==> src/rtl/calc_r_pipelined_pkg.sv <==
// ----------------------------------------------------------------------------
// calc_r_pipelined_pkg
//   Shared constants for the r = y / sin(theta) pipeline:
//   - angle step size and the 0 / 90 degree theta indices
//   - 1/sin coefficient tables (Q8 reference, Q16 master for other formats)
//   - inv_sin_coef(): coefficient for a given index and fraction width
// ----------------------------------------------------------------------------
package calc_r_pipelined_pkg;

  localparam int STEP_DEG = 15;
  localparam int THETA_0  = 0;
  localparam int THETA_90 = 6;
  localparam int N_TBL    = THETA_90 + 1;

  // Index 0 is 1.0 because at 0 degrees r is taken straight from x.
  localparam int INV_SIN_Q8 [0:N_TBL-1] = '{256, 989, 512, 362, 296, 265, 256};

  // round(65536 / sin(15*idx deg)); other fraction widths are rounded from this.
  localparam int INV_SIN_Q16 [0:N_TBL-1] =
    '{65536, 253212, 131072, 92682, 75674, 67848, 65536};

  // The Q8 table is returned verbatim so the 8-bit format matches the
  // published values exactly instead of going through a second rounding.
  // Fraction widths above 16 are not meaningful for 8-bit data and are
  // produced by a plain left shift of the Q16 value.
  function automatic int inv_sin_coef(input int idx, input int frac);
    if (idx < 0 || idx >= N_TBL) return 0;
    if (frac == 8)  return INV_SIN_Q8[idx];
    if (frac >= 16) return INV_SIN_Q16[idx] << (frac - 16);
    return (INV_SIN_Q16[idx] + (1 << (15 - frac))) >> (16 - frac);
  endfunction

endpackage

==> src/rtl/calc_r_pipelined_if.sv <==
// ----------------------------------------------------------------------------
// calc_r_pipelined_if
//   Input and output valid/ready streams of calc_r_pipelined.
//   Input side : in_valid, in_ready, x, y, theta
//   Output side: out_valid, out_ready, r, sat, bad_theta
//   master = upstream source / downstream sink (testbench or neighbours)
//   slave  = the calc_r_pipelined block
// ----------------------------------------------------------------------------
interface calc_r_pipelined_if #(
  parameter int IN_W    = 8,
  parameter int OUT_W   = 8,
  parameter int THETA_W = 4
);
  logic               in_valid;
  logic               in_ready;
  logic [IN_W-1:0]    x;
  logic [IN_W-1:0]    y;
  logic [THETA_W-1:0] theta;
  logic               out_valid;
  logic               out_ready;
  logic [OUT_W-1:0]   r;
  logic               sat;
  logic               bad_theta;

  modport master (
    output in_valid, x, y, theta, out_ready,
    input  in_ready, out_valid, r, sat, bad_theta
  );

  modport slave (
    input  in_valid, x, y, theta, out_ready,
    output in_ready, out_valid, r, sat, bad_theta
  );
endinterface

==> src/rtl/calc_r_pipelined_inv_sin_rom.sv <==
// ----------------------------------------------------------------------------
// inv_sin_rom
//   Combinational 1/sin lookup, coefficient in Q(COEF_FRAC).
//   i_theta : angle index (15 degree steps)
//   o_coef  : 2^COEF_FRAC / sin(theta); 0 for indices outside 0..N_STEPS
// ----------------------------------------------------------------------------
module inv_sin_rom
  import calc_r_pipelined_pkg::*;
#(
  parameter int THETA_W   = 4,
  parameter int N_STEPS   = 6,
  parameter int COEF_FRAC = 8,
  parameter int COEF_W    = COEF_FRAC + 2
) (
  input  logic [THETA_W-1:0] i_theta,
  output logic [COEF_W-1:0]  o_coef
);

  localparam logic [COEF_W-1:0] TBL [0:N_TBL-1] = '{
    COEF_W'(inv_sin_coef(0, COEF_FRAC)),
    COEF_W'(inv_sin_coef(1, COEF_FRAC)),
    COEF_W'(inv_sin_coef(2, COEF_FRAC)),
    COEF_W'(inv_sin_coef(3, COEF_FRAC)),
    COEF_W'(inv_sin_coef(4, COEF_FRAC)),
    COEF_W'(inv_sin_coef(5, COEF_FRAC)),
    COEF_W'(inv_sin_coef(6, COEF_FRAC))
  };

  always_comb begin
    o_coef = '0;
    for (int i = 0; i < N_TBL; i++) begin
      if (i <= N_STEPS && int'(i_theta) == i) o_coef = TBL[i];
    end
  end

endmodule

==> src/rtl/calc_r_pipelined.sv <==
// ----------------------------------------------------------------------------
// calc_r_pipelined
//   Streaming r = y / sin(theta) (r = x at theta 0), 3-stage pipeline.
//   clock   : system clock, rising edge
//   reset_n : asynchronous active-low reset
//   bus     : slave side of calc_r_pipelined_if (input and output streams)
//   S1 selects the source and looks up 1/sin, S2 multiplies, S3 rounds,
//   scales, saturates and flags bad angles. All stages move together
//   whenever the output register is empty or being drained.
// ----------------------------------------------------------------------------
module calc_r_pipelined
  import calc_r_pipelined_pkg::*;
#(
  parameter int IN_W        = 8,
  parameter int OUT_W       = 8,
  parameter int THETA_W     = 4,
  parameter int N_STEPS     = 6,
  parameter int COEF_FRAC   = 8,
  parameter int SCALE_SHIFT = 2
) (
  input  logic              clock,
  input  logic              reset_n,
  calc_r_pipelined_if.slave bus
);

  localparam int COEF_W = COEF_FRAC + 2;
  localparam int PROD_W = IN_W + COEF_FRAC + 3;
  localparam int SH     = COEF_FRAC + SCALE_SHIFT;
  localparam int RND_SH = (SH > 0) ? SH - 1 : 0;
  localparam logic [PROD_W-1:0] RND     = (SH > 0) ? (PROD_W'(1) << RND_SH) : '0;
  localparam logic [PROD_W-1:0] OUT_MAX = PROD_W'({OUT_W{1'b1}});

  logic              w_advance;
  logic [COEF_W-1:0] w_coef;
  logic [IN_W-1:0]   w_src;
  logic              w_bad;
  logic [PROD_W-1:0] w_prod;
  logic [PROD_W-1:0] w_sum;
  logic [PROD_W-1:0] w_q;

  logic              r_v1;
  logic [IN_W-1:0]   r_src1;
  logic [COEF_W-1:0] r_coef1;
  logic              r_bad1;
  logic              r_v2;
  logic [PROD_W-1:0] r_prod2;
  logic              r_bad2;
  logic              r_v3;
  logic [OUT_W-1:0]  r_res3;
  logic              r_sat3;
  logic              r_bad3;

  inv_sin_rom #(
    .THETA_W   (THETA_W),
    .N_STEPS   (N_STEPS),
    .COEF_FRAC (COEF_FRAC),
    .COEF_W    (COEF_W)
  ) u_rom (
    .i_theta (bus.theta),
    .o_coef  (w_coef)
  );

  assign w_advance = !r_v3 || bus.out_ready;
  assign w_src     = (int'(bus.theta) == THETA_0) ? bus.x : bus.y;
  assign w_bad     = int'(bus.theta) > N_STEPS;

  // Coefficient < 4 * 2^COEF_FRAC, so the product always fits PROD_W.
  assign w_prod = PROD_W'(r_src1) * PROD_W'(r_coef1);
  // Product stays below 2^(PROD_W-1), so adding the half-LSB cannot wrap.
  assign w_sum  = r_prod2 + RND;
  assign w_q    = w_sum >> SH;

  always_ff @(posedge clock or negedge reset_n) begin
    if (!reset_n) begin
      r_v1    <= 1'b0;
      r_src1  <= '0;
      r_coef1 <= '0;
      r_bad1  <= 1'b0;
      r_v2    <= 1'b0;
      r_prod2 <= '0;
      r_bad2  <= 1'b0;
      r_v3    <= 1'b0;
      r_res3  <= '0;
      r_sat3  <= 1'b0;
      r_bad3  <= 1'b0;
    end else if (w_advance) begin
      r_v1    <= bus.in_valid;
      r_src1  <= w_src;
      r_coef1 <= w_coef;
      r_bad1  <= w_bad;

      r_v2    <= r_v1;
      r_prod2 <= w_prod;
      r_bad2  <= r_bad1;

      r_v3    <= r_v2;
      if (r_bad2) begin
        r_res3 <= '0;
        r_sat3 <= 1'b0;
        r_bad3 <= 1'b1;
      end else if (w_q > OUT_MAX) begin
        r_res3 <= '1;
        r_sat3 <= 1'b1;
        r_bad3 <= 1'b0;
      end else begin
        r_res3 <= w_q[OUT_W-1:0];
        r_sat3 <= 1'b0;
        r_bad3 <= 1'b0;
      end
    end
  end

  assign bus.in_ready  = w_advance;
  assign bus.out_valid = r_v3;
  assign bus.r         = r_res3;
  assign bus.sat       = r_sat3;
  assign bus.bad_theta = r_bad3;

endmodule

==> src/flat_wrapper.sv <==
// flat-port wrapper written by rule: the top's interface ports become plain ports
module calc_r_pipelined_flat import calc_r_pipelined_pkg::*;
#(
  parameter int IN_W        = 8,
  parameter int OUT_W       = 8,
  parameter int THETA_W     = 4,
  parameter int N_STEPS     = 6,
  parameter int COEF_FRAC   = 8,
  parameter int SCALE_SHIFT = 2
)
  (clock, reset_n, bus_in_valid, bus_x, bus_y, bus_theta, bus_out_ready, bus_in_ready, bus_out_valid, bus_r, bus_sat, bus_bad_theta);
  calc_r_pipelined_if #(.IN_W(IN_W), .OUT_W(OUT_W), .THETA_W(THETA_W)) bus_i ();
  input  logic clock;
  input  logic reset_n;
  input wire logic [$bits(bus_i.in_valid)-1:0] bus_in_valid;
  input wire logic [$bits(bus_i.x)-1:0] bus_x;
  input wire logic [$bits(bus_i.y)-1:0] bus_y;
  input wire logic [$bits(bus_i.theta)-1:0] bus_theta;
  input wire logic [$bits(bus_i.out_ready)-1:0] bus_out_ready;
  output wire logic [$bits(bus_i.in_ready)-1:0] bus_in_ready;
  output wire logic [$bits(bus_i.out_valid)-1:0] bus_out_valid;
  output wire logic [$bits(bus_i.r)-1:0] bus_r;
  output wire logic [$bits(bus_i.sat)-1:0] bus_sat;
  output wire logic [$bits(bus_i.bad_theta)-1:0] bus_bad_theta;
  assign bus_i.in_valid = bus_in_valid;
  assign bus_i.x = bus_x;
  assign bus_i.y = bus_y;
  assign bus_i.theta = bus_theta;
  assign bus_i.out_ready = bus_out_ready;
  assign bus_in_ready = bus_i.in_ready;
  assign bus_out_valid = bus_i.out_valid;
  assign bus_r = bus_i.r;
  assign bus_sat = bus_i.sat;
  assign bus_bad_theta = bus_i.bad_theta;
  calc_r_pipelined #(.IN_W(IN_W), .OUT_W(OUT_W), .THETA_W(THETA_W), .N_STEPS(N_STEPS), .COEF_FRAC(COEF_FRAC), .SCALE_SHIFT(SCALE_SHIFT)) u_core (.clock(clock), .reset_n(reset_n), .bus(bus_i));
endmodule
==> config.mk <==
export PLATFORM = sky130hd
export DESIGN_NAME = calc_r_pipelined_flat
export DESIGN_NICKNAME = d
export VERILOG_FILES = /design/src/rtl/calc_r_pipelined_pkg.sv /design/src/rtl/calc_r_pipelined_if.sv /design/src/rtl/calc_r_pipelined_inv_sin_rom.sv /design/src/rtl/calc_r_pipelined.sv /design/src/flat_wrapper.sv
export SDC_FILE = /design/constraint.sdc
export NUM_CORES = 1
export LEC_CHECK = 0
export CAP_MARGIN = 10
export CORE_ASPECT_RATIO = 1.75
export CORE_MARGIN = 5
export CORE_UTILIZATION = 37
export DETAILED_ROUTE_END_ITERATION = 16
export GPL_ROUTABILITY_DRIVEN = 1
export GPL_TIMING_DRIVEN = 0
export HOLD_SLACK_MARGIN = 0.02
export PLACE_DENSITY = 0.55
export SLEW_MARGIN = 20
export SYNTH_ARGS = -nofsm -noshare
export SYNTH_HDL_FRONTEND = slang
export SYNTH_SLANG_ARGS = --single-unit
==> constraint.sdc <==
create_clock -name clock -period 5.8 [get_ports clock]
set_input_delay 0.58 -clock clock [delete_from_list [all_inputs] [get_ports clock]]
set_output_delay 0.58 -clock clock [all_outputs]
set_load 0.01 [all_outputs]
==> flow_summary.json <==
{
  "yosys_warnings": 0,
  "first_global_vias": 3521,
  "hpwlAfterDp_mm": 8.64,
  "grt_pass1_wl_mm": 17.6,
  "wire_length_after_detailed_routing_mm": 10.3,
  "yosysTopAreaCellShare": 0.241,
  "ys_dominant_reg_cell": "sky130_fd_sc_hd__dfrtp_1",
  "clock-sinks": 40,
  "core_region_area_mm2": 0.0110,
  "design_area_mm2": 0.00478,
  "worst_hold_path_type": "input pin to asynchronous set/reset pin",
  "hold_violations": 0,
  "clkLatencyLatePin_ns": 0.28,
  "timing.critical_path.arrival_ns": 5.18,
  "drt_iter0_markers": 100,
  "summed_negative_setup_slack_over_all_endpoints_ns": 0,
  "ys_seq_elements": 40,
  "ys_seq_area_frac": 0.241,
  "cp-endpoint": "u_core.r_prod2[15]",
  "synth_area_leaders": "sky130_fd_sc_hd__dfrtp_1 (24%), sky130_fd_sc_hd__fa_1 (23%), sky130_fd_sc_hd__ha_1 (11%)",
  "rsz0062_at_grt": "no",
  "required_time_at_the_endpoint_of_the_critical_path_ns": 5.96,
  "io_pins": 36,
  "syn_nets": 542,
  "area_of_the_multi_input_gates_mm2": 0.00285,
  "clkTransAtPathRegs_ns": 0.06,
  "pre_cts_ws_ns": 0.767,
  "cts_setup_buffers": 0,
  "cts_inserted_buffers": 5,
  "area.sequential_mm2": 0.00100,
  "worstSetupStartpoint": "u_core.r_coef1[7]",
  "overall_global_routing_resource_usage": 0.162,
  "dr.pass1.iters": 4,
  "antenna_found_initial": 0,
  "maximum_fanout_count_along_the_critical_path": 9,
  "synth-edff-count": 0,
  "routed_wire_length_per_instance_um": 17.0,
  "antenna_left": 0,
  "avgSynthCellArea_um2": 9.53,
  "mappedNetlistArea_mm2": 0.00415,
  "largest_net_degree_at_the_start_of_global_routing": 27,
  "worst_pin_slew_ns": 0.924,
  "timing.final.setup_violations": 0,
  "detailroute.via_count": 3211,
  "cts_resized": 0,
  "die_y_um": 150,
  "globalRoute.totalOverflow": 0,
  "worst_ir_drop_vdd_mv": 0.221,
  "worst_r2r_startpoint": "u_core.r_coef1[7]",
  "fraction_of_final_layout_cells_sized_beyond_drive_strength_1": 0.0379,
  "p_per_area_mw_per_mm2": 299,
  "placement_rows": 51,
  "power.leakage_uw": 0.00241,
  "syn_inst": 435,
  "vias_per_cell": 5.29,
  "run_status": "finished, final reports clean",
  "max-cap-violations": 0,
  "post-synth-top-area-cell": "sky130_fd_sc_hd__dfrtp_1",
  "setup_crit_path_kind": "flop to flop",
  "crit_path_end_kind": "flop",
  "number_of_cells_traversed_by_the_worst_register_to_register_path": 14,
  "dpl-instance-area_mm2": 0.00465,
  "slew_headroom": 0.379,
  "fin_crit_sh": 0.866,
  "die_area_mm2": 0.0135,
  "antenna_diode_count": 0,
  "post_synth_num_cell_types": 48,
  "root_buffer_selected_by_cts": "sky130_fd_sc_hd__clkbuf_16",
  "timing.clock.skew_ns": 0.00392,
  "initial_core_util": 0.375,
  "cts_tree": "yes",
  "nets": 582,
  "clock_path_buffers": 2,
  "synth_commonest_cells": "sky130_fd_sc_hd__inv_1 (60), sky130_fd_sc_hd__nand2_1 (55), sky130_fd_sc_hd__fa_1 (47)",
  "maxSlewViolCount": 0,
  "final.fill_count": 1119,
  "finish.utilization": 0.433,
  "post-layout-total-power_uw": 1430,
  "routabilityCongestion": 0.852,
  "fmax_ghz": 0.199,
  "worst_setup_path_start_kind": "flop",
  "route.detailed.drc": 0,
  "worst_slack_ns": 0.777,
  "place.port_buffers": 32,
  "area_delta_synth_final_pct": 15.4,
  "reg2reg_setup_slack_ns": 0.78,
  "r2r-end": "u_core.r_prod2[15]",
  "cts_hold_buf": 0,
  "cts_max_level": 2,
  "min_period_ns": 5.02,
  "asyncSetResetFlopFracSynth": 1.00,
  "die_w_um": 90.0,
  "cell_with_the_most_instances_after_synthesis": "sky130_fd_sc_hd__inv_1"
}
## per-layer routing
layer,share of wire,global-route usage
met2,0.57,0.315
met5,0,0
met1,0.36,0.172
met4,0.038,0.0633
met3,0.031,0.0231
## area by class of cell
cell class | instances | share of cell area
buffer | 16 | 0.0133
clock inverter | 2 | 0.00262
clock buffer | 5 | 0.0262
tap | 132 | 0.0345
inverter | 61 | 0.0479
timing repair buffer | 33 | 0.0701
multi-input combinational | 318 | 0.596
sequential | 40 | 0.209
## metrics by stage
stage	hold WS, ns	std cells
after global routing	0.236	607
after CTS	0.220	607
final	0.211	607
after global placement	0.441	599
after floorplan	0.284	435
after detailed placement	0.449	600
## sequential cells by signal, summed over array words and instances (netlist names)
signal	flops
u_core.bus.bad_theta	1
u_core.bus.out_valid	1
u_core.bus.r	8
u_core.bus.sat	1
u_core.r_bad1	1
u_core.r_bad2	1
u_core.r_coef1	8
u_core.r_prod2	9
u_core.r_src1	8
u_core.r_v1	1
u_core.r_v2	1
## cell families (layout without fill, tap and decap cells)
kind of cell,Yosys count,after routing,share of synthesized area
flip-flops,40,40,0.241
AND/OR/NAND/NOR,144,144,0.181
multiplexers,10,10,0.0241
adder cells (fa/ha/maj),83,83,0.336
buffers and inverters,77,117,0.0706
XOR/XNOR,11,11,0.0232
AO/OA/AOI/OAI,70,70,0.123
## cells in the final DEF, fill, tap and decap left out, types with 2 or more instances in the layout
master,Yosys,routed
sky130_fd_sc_hd__inv_1,60,60
sky130_fd_sc_hd__nand2_1,55,55
sky130_fd_sc_hd__fa_1,47,47
sky130_fd_sc_hd__and2_1,44,44
sky130_fd_sc_hd__dfrtp_1,40,40
sky130_fd_sc_hd__ha_1,36,36
sky130_fd_sc_hd__clkdlybuf4s50_1,0,31
sky130_fd_sc_hd__o21ai_0,16,16
sky130_fd_sc_hd__clkbuf_1,11,11
sky130_fd_sc_hd__nor2_1,11,11
sky130_fd_sc_hd__mux2i_1,10,10
sky130_fd_sc_hd__nand3_1,8,8
sky130_fd_sc_hd__a21oi_1,8,8
sky130_fd_sc_hd__a21o_1,8,8
sky130_fd_sc_hd__a221o_1,7,7
sky130_fd_sc_hd__xnor2_1,7,7
sky130_fd_sc_hd__nor3_1,6,6
sky130_fd_sc_hd__clkbuf_16,0,5
sky130_fd_sc_hd__a211oi_1,4,4
sky130_fd_sc_hd__a31oi_1,4,4
sky130_fd_sc_hd__and3_1,4,4
sky130_fd_sc_hd__xor2_1,4,4
sky130_fd_sc_hd__buf_2,2,3
sky130_fd_sc_hd__o31ai_1,3,3
sky130_fd_sc_hd__nand2b_1,3,3
sky130_fd_sc_hd__o41ai_1,3,3
sky130_fd_sc_hd__a22o_1,3,3
sky130_fd_sc_hd__nor2b_1,2,2
sky130_fd_sc_hd__o21ai_1,2,2
sky130_fd_sc_hd__nand4_1,2,2
sky130_fd_sc_hd__or3_1,2,2
sky130_fd_sc_hd__buf_1,2,2
sky130_fd_sc_hd__nor4_4,2,2
sky130_fd_sc_hd__a211o_1,2,2
sky130_fd_sc_hd__nor4_1,2,2
## critical path, stage by stage (launching register included)
cell,delay [ns]
sky130_fd_sc_hd__dfrtp_1,0.32
sky130_fd_sc_hd__clkbuf_1,0.37
sky130_fd_sc_hd__and2_1,0.31
sky130_fd_sc_hd__inv_1,0.08
sky130_fd_sc_hd__fa_1,0.50
sky130_fd_sc_hd__inv_1,0.07
sky130_fd_sc_hd__fa_1,0.52
sky130_fd_sc_hd__fa_1,0.52
sky130_fd_sc_hd__fa_1,0.50
sky130_fd_sc_hd__ha_1,0.34
sky130_fd_sc_hd__a21o_1,0.18
sky130_fd_sc_hd__a221o_1,0.40
sky130_fd_sc_hd__a211o_1,0.34
sky130_fd_sc_hd__a2111oi_2,0.36
sky130_fd_sc_hd__nor3_1,0.09
## report_power, final
part	internal, µW	switching (µW)
Combinational	314	390
Clock	156	106
Sequential	356	109
## worst min path at each step
stage / startpoint / to / slack (ns)
floorplan: reset_n / u_core.bus.bad_theta / 0.28
global placement: u_core.r_v2 / u_core.r_v2 / 0.44
detailed placement: u_core.r_v2 / u_core.r_v2 / 0.45
CTS: reset_n / u_core.r_src1[0] / 0.22
global route: reset_n / u_core.bus.sat / 0.24
finish: reset_n / u_core.r_src1[0] / 0.21
Power figures use the tool's default switching activity.
